--- config.mk ---
export PLATFORM = sky130hd
export DESIGN_NAME = timer_param_ctrl
export DESIGN_NICKNAME = d
export VERILOG_FILES = /design/src/rtl/timer_param_ctrl_pkg.sv /design/src/rtl/timer_param_ctrl_divider.sv /design/src/rtl/timer_param_ctrl.sv
export SDC_FILE = /design/constraint.sdc
export NUM_CORES = 1
export LEC_CHECK = 0
export CORE_UTILIZATION = 50
export CTS_CLUSTER_DIAMETER = 120
export DETAILED_ROUTE_END_ITERATION = 8
export PLACE_DENSITY_LB_ADDON = 0.15
export SLEW_MARGIN = 20
export SYNTH_ARGS = -nofsm -noshare
export SYNTH_HDL_FRONTEND = slang
export SYNTH_SLANG_ARGS = --single-unit
--- constraint.sdc ---
create_clock -name clock -period 3 [get_ports clock]
set_input_delay 0.45 -clock clock [delete_from_list [all_inputs] [get_ports clock]]
set_output_delay 0.45 -clock clock [all_outputs]
set_load 0.01 [all_outputs]
--- src/rtl/timer_param_ctrl_pkg.sv ---
// Shared codes for the anti-theft timing block: interval selects, reset-default
// parameter values in seconds, and countdown FSM states.
package timer_param_ctrl_pkg;

  localparam logic [1:0] INT_ARM    = 2'b00;
  localparam logic [1:0] INT_DRIVER = 2'b01;
  localparam logic [1:0] INT_PASS   = 2'b10;
  localparam logic [1:0] INT_ALARM  = 2'b11;

  localparam int DEF_ARM    = 6;
  localparam int DEF_DRIVER = 8;
  localparam int DEF_PASS   = 15;
  localparam int DEF_ALARM  = 10;

  typedef enum logic {
    IDLE  = 1'b0,
    COUNT = 1'b1
  } state_t;

endpackage

--- src/rtl/timer_param_ctrl_divider.sv ---
// Free-running divider: tick is high for one cycle when the count sits at CLK_HZ-1.
// clear restarts the count at 0, so the next tick lands exactly CLK_HZ cycles later.
module one_hz_divider #(
  parameter int CLK_HZ = 50_000_000
) (
  input  logic clock,
  input  logic reset,
  input  logic clear,
  output logic tick
);

  localparam int DIV_W = (CLK_HZ > 1) ? $clog2(CLK_HZ) : 1;
  localparam logic [DIV_W-1:0] LAST = DIV_W'(CLK_HZ - 1);

  logic [DIV_W-1:0] div;

  always_ff @(posedge clock or posedge reset) begin
    if (reset) begin
      div <= '0;
    end else if (clear || div == LAST) begin
      div <= '0;
    end else begin
      div <= div + DIV_W'(1);
    end
  end

  assign tick = (div == LAST);

endmodule

--- src/rtl/timer_param_ctrl.sv ---
// Anti-theft timing resource: four programmable second-counts, a 1 Hz enable,
// and a countdown that pulses expired at the end of the selected interval.
module timer_param_ctrl
  import timer_param_ctrl_pkg::*;
#(
  parameter int CLK_HZ = 50_000_000,
  parameter int TIME_W = 4
) (
  input  logic              clock,
  input  logic              reset,
  input  logic              start_timer,
  input  logic [1:0]        interval,
  input  logic              reprogram,
  input  logic [1:0]        time_param_sel,
  input  logic [TIME_W-1:0] time_value,
  output logic              expired,
  output logic              one_hz_enable,
  output logic [TIME_W-1:0] remaining,
  output logic              counting
);

  state_t            state, state_nxt;
  logic [TIME_W-1:0] params [4];
  logic [TIME_W-1:0] remaining_nxt;
  logic              counting_nxt;
  logic              expired_nxt;
  logic [TIME_W-1:0] load_val;
  logic              start_go;

  // A write cycle swallows any start in the same cycle.
  assign start_go = start_timer && !reprogram;
  assign load_val = params[interval];

  one_hz_divider #(.CLK_HZ(CLK_HZ)) u_div (
    .clock (clock),
    .reset (reset),
    .clear (start_go),
    .tick  (one_hz_enable)
  );

  always_ff @(posedge clock or posedge reset) begin
    if (reset) begin
      params[INT_ARM]    <= TIME_W'(DEF_ARM);
      params[INT_DRIVER] <= TIME_W'(DEF_DRIVER);
      params[INT_PASS]   <= TIME_W'(DEF_PASS);
      params[INT_ALARM]  <= TIME_W'(DEF_ALARM);
    end else if (reprogram) begin
      params[time_param_sel] <= time_value;
    end
  end

  always_ff @(posedge clock or posedge reset) begin
    if (reset) begin
      state     <= IDLE;
      remaining <= '0;
      counting  <= 1'b0;
      expired   <= 1'b0;
    end else begin
      state     <= state_nxt;
      remaining <= remaining_nxt;
      counting  <= counting_nxt;
      expired   <= expired_nxt;
    end
  end

  always_comb begin
    state_nxt     = state;
    remaining_nxt = remaining;
    counting_nxt  = counting;
    expired_nxt   = 1'b0;
    unique case (state)
      IDLE: begin
        if (start_go) begin
          remaining_nxt = load_val;
          if (load_val == '0) begin
            expired_nxt = 1'b1;
          end else begin
            counting_nxt = 1'b1;
            state_nxt    = COUNT;
          end
        end
      end
      COUNT: begin
        if (reprogram) begin
          remaining_nxt = '0;
          counting_nxt  = 1'b0;
          state_nxt     = IDLE;
        end else if (start_go) begin
          // Restart outranks a tick landing in the same cycle.
          remaining_nxt = load_val;
          if (load_val == '0) begin
            expired_nxt  = 1'b1;
            counting_nxt = 1'b0;
            state_nxt    = IDLE;
          end
        end else if (one_hz_enable) begin
          if (remaining <= TIME_W'(1)) begin
            remaining_nxt = '0;
            expired_nxt   = 1'b1;
            counting_nxt  = 1'b0;
            state_nxt     = IDLE;
          end else begin
            remaining_nxt = remaining - TIME_W'(1);
          end
        end
      end
      default: begin
        state_nxt = IDLE;
      end
    endcase
  end

endmodule

==> results_dict.tcl <==
set metrics [dict create \
    cap_violations 0 \
    clk_pin_slew_ns 0.10 \
    async_flop_share_pct 100 \
    coreArea_mm2 0.00479 \
    fmax_mhz 363 \
    routabilityCongestion 0.789 \
    globalRouteTotalUtil_pct 19.4 \
    crit_required_ns 2.55 \
    start_kind "flip-flop" \
    numPortBuffers 18 \
    post-cts-setup-buffers 0 \
    cts_inserted_buffers 5 \
    yosys_warnings 0 \
    fin_nets 272 \
    slew_headroom_pct 50.7 \
    dr.pass1.iters 4 \
    yosysSeqAreaShare_pct 49.4 \
    crit_path_end_kind "primary output" \
    maxSlewViolCount 0 \
    nFillCells 425 \
    clockRootBuffer "clkbuf_8" \
    ys.flop_type "dfrtp_1" \
    ys_ff_latch 49 \
    max_stage_delay_ns 0.62 \
    critPathKind "flip-flop to primary output" \
    cts_resized 0 \
    rows 25 \
    wl_per_cell_um 14.3 \
    initial_core_util_pct 52.4 \
    yosysTopAreaCell "dfrtp_1" \
    worstMarginPinSlew_ns 0.733 \
    power_density_mw_per_mm2 523 \
    p_leak_uw 0.00120 \
    dpl.hpwl_um 3340 \
    avgSynthCellArea_um2 10.8 \
    grt_pass1_wl_um 7990 \
    crit_chain "ha_1 > nand3_1 > nor4_2 > clkdlybuf4s50_1" \
    syn_nets 247 \
    status "complete, no violations" \
    clock-skew-final_ns 0.0148 \
    grt_pass1_vias 1688 \
    hold_viol_final 0 \
    vias 1778 \
    drt.antenna.violating_nets 0 \
    instances_no_fill 325 \
    cts_tree "built" \
    antenna_cells 0 \
    ioPinCount 19 \
    clock_sinks 49 \
    rsz0062_at_grt "false" \
    cts_buffer_depth 2 \
    synth_edf_count 0 \
    synth.distinct_cells 43 \
    cp_max_fo 7 \
    synth_top_cells_by_count "40 x dfrtp_1, 39 x nor2_1, 19 x xor2_1" \
    die_w_um 72.8 \
    cts_hold_buf 0 \
    syn_to_final_growth_pct 14.0 \
    yosys-top-cells-area "dfrtp_1 40%, dfstp_2 9.4%, mux2_2 7.2%, xor2_1 6.6%, nor2_1 5.8%" \
    clock_latency_ns 0.30 \
    setup_viol 0 \
    grt_max_degree 26 \
    setup_tns_ns 0 \
    vias_per_cell 5.47 \
    slowest_stage "clkdlybuf4s50_1" \
    placed_cells 317 \
    synth_area_mm2 0.00251 \
    initialDrtViolationCount 146 \
    synthCells 232 \
    grt.overflow.total 0 \
    drc 0 \
    finalCriticalPeriod_ns 2.75 \
    ir_drop_uv 353 \
    wl_um 4660 \
    hold_class "primary input to async pin" \
    yosysMostFrequentCell "dfrtp_1" \
    netlist.area_leader.share_pct 39.9 \
    die-height_um 72.8 \
    htreeDepth 2 \
    post-route-period-util_pct 91.7 \
    reg2reg_from "u_div.div[8]$_DFF_PP0_" \
    die_area_mm2 0.00530 \
    crit_arrival_ns 2.30 \
    crit_path_start "u_div.div[0]$_DFF_PP0_" \
    antenna_found_initial 0 \
    drive_gt1_share_pct 17.8 \
]
[power by group]
part | leakage, µW | internal [µW] | switching (µW) | total, µW
combinational | 0.000537 | 159 | 133 | 293
sequential | 0.000620 | 757 | 73.8 | 830
clock | 0.0000422 | 164 | 206 | 370
[cells in the final DEF, fill, tap and decap left out, types with 6 or more instances in the layout]
master	Yosys	routed
nand3_1	11	11
dfstp_2	9	9
clkdlybuf4s50_1	0	18
nand4_1	10	10
xor2_1	19	19
nor2_1	39	39
dfrtp_1	40	40
nand2_1	14	14
xnor2_1	6	6
mux2_2	16	16
[critical path, delay by kind of cell (launching register included)]
kind	cells	cell delay [ns]
adder cells (fa/ha/maj)	1	0.34
flip-flops	1	0.41
buffers and inverters	1	0.62
AND/OR/NAND/NOR	2	0.64
[final cells by class]
| type | instances | area, µm² | area share (%) |
|---|---|---|---|
| flip-flops and latches | 49 | 1240 | 43.3 |
| repair buffers | 23 | 218 | 7.62 |
| clock inverters | 1 | 5.00 | 0.175 |
| well taps | 67 | 83.8 | 2.93 |
| clock buffers | 7 | 76.3 | 2.67 |
| multi-input cells | 172 | 1210 | 42.5 |
| inverters | 6 | 22.5 | 0.788 |
[routing by layer]
layer	GRT usage, %	part of all wire (%)	up-vias
li1	-	-	881
met1	28.9	51	866
met2	28.6	45	29
met3	4.42	3.4	2
met4	5.01	0.58	0
met5	0	0	-
[logic make-up (layout without fill, tap and decap cells)]
logic type	after synthesis	count (layout)	synth area share (%)
and+or+nand+nor	105	105	21.7
DFF	49	49	49.4
xor gates and xnor gates	25	25	8.74
muxes	20	20	10.8
AOI/OAI and AO/OA	19	19	5.74
buffers and inverters	11	37	2.20
adders and majority gates	3	3	1.50
[flip-flops by register name, summed over array words and instances (netlist names)]
signal	flops
expired	1
remaining	4
u_div.div	26
params	16
state	1
counting	1
[stage by stage]
stage          hold slack [ns]  power [µW]  util (%)  worst slack, ns  area (µm²)
2_1_floorplan            0.474        1020         -            0.896        2510
3_3_place_gp             0.487        1130      58.0            0.323        2780
3_5_place_dp             0.494        1140      58.0            0.278        2780
4_1_cts                  0.428        1510      59.7            0.221        2860
5_1_grt                  0.439        1580      59.7           0.0809        2860
6_report                 0.420        1490      59.7            0.248        2860
[worst paths after layout]
path | endpoint | slack (ns) | cells past startpoint
worst min-delay path | remaining[0]$_DFFE_PP0P_ | 0.42 | 2
worst max register to register | remaining[2]$_DFFE_PP0P_ | 0.78 | 5
min in group clock | params[9]$_DFFE_PP0P_ | 0.51 | 1
worst max-delay path | one_hz_enable | 0.25 | 4
max in group asynchronous | params[11]$_DFFE_PP1P_ | 1.93 | 3
worst min register to register | params[9]$_DFFE_PP0P_ | 0.51 | 1
(Power assumes the default switching activity.)
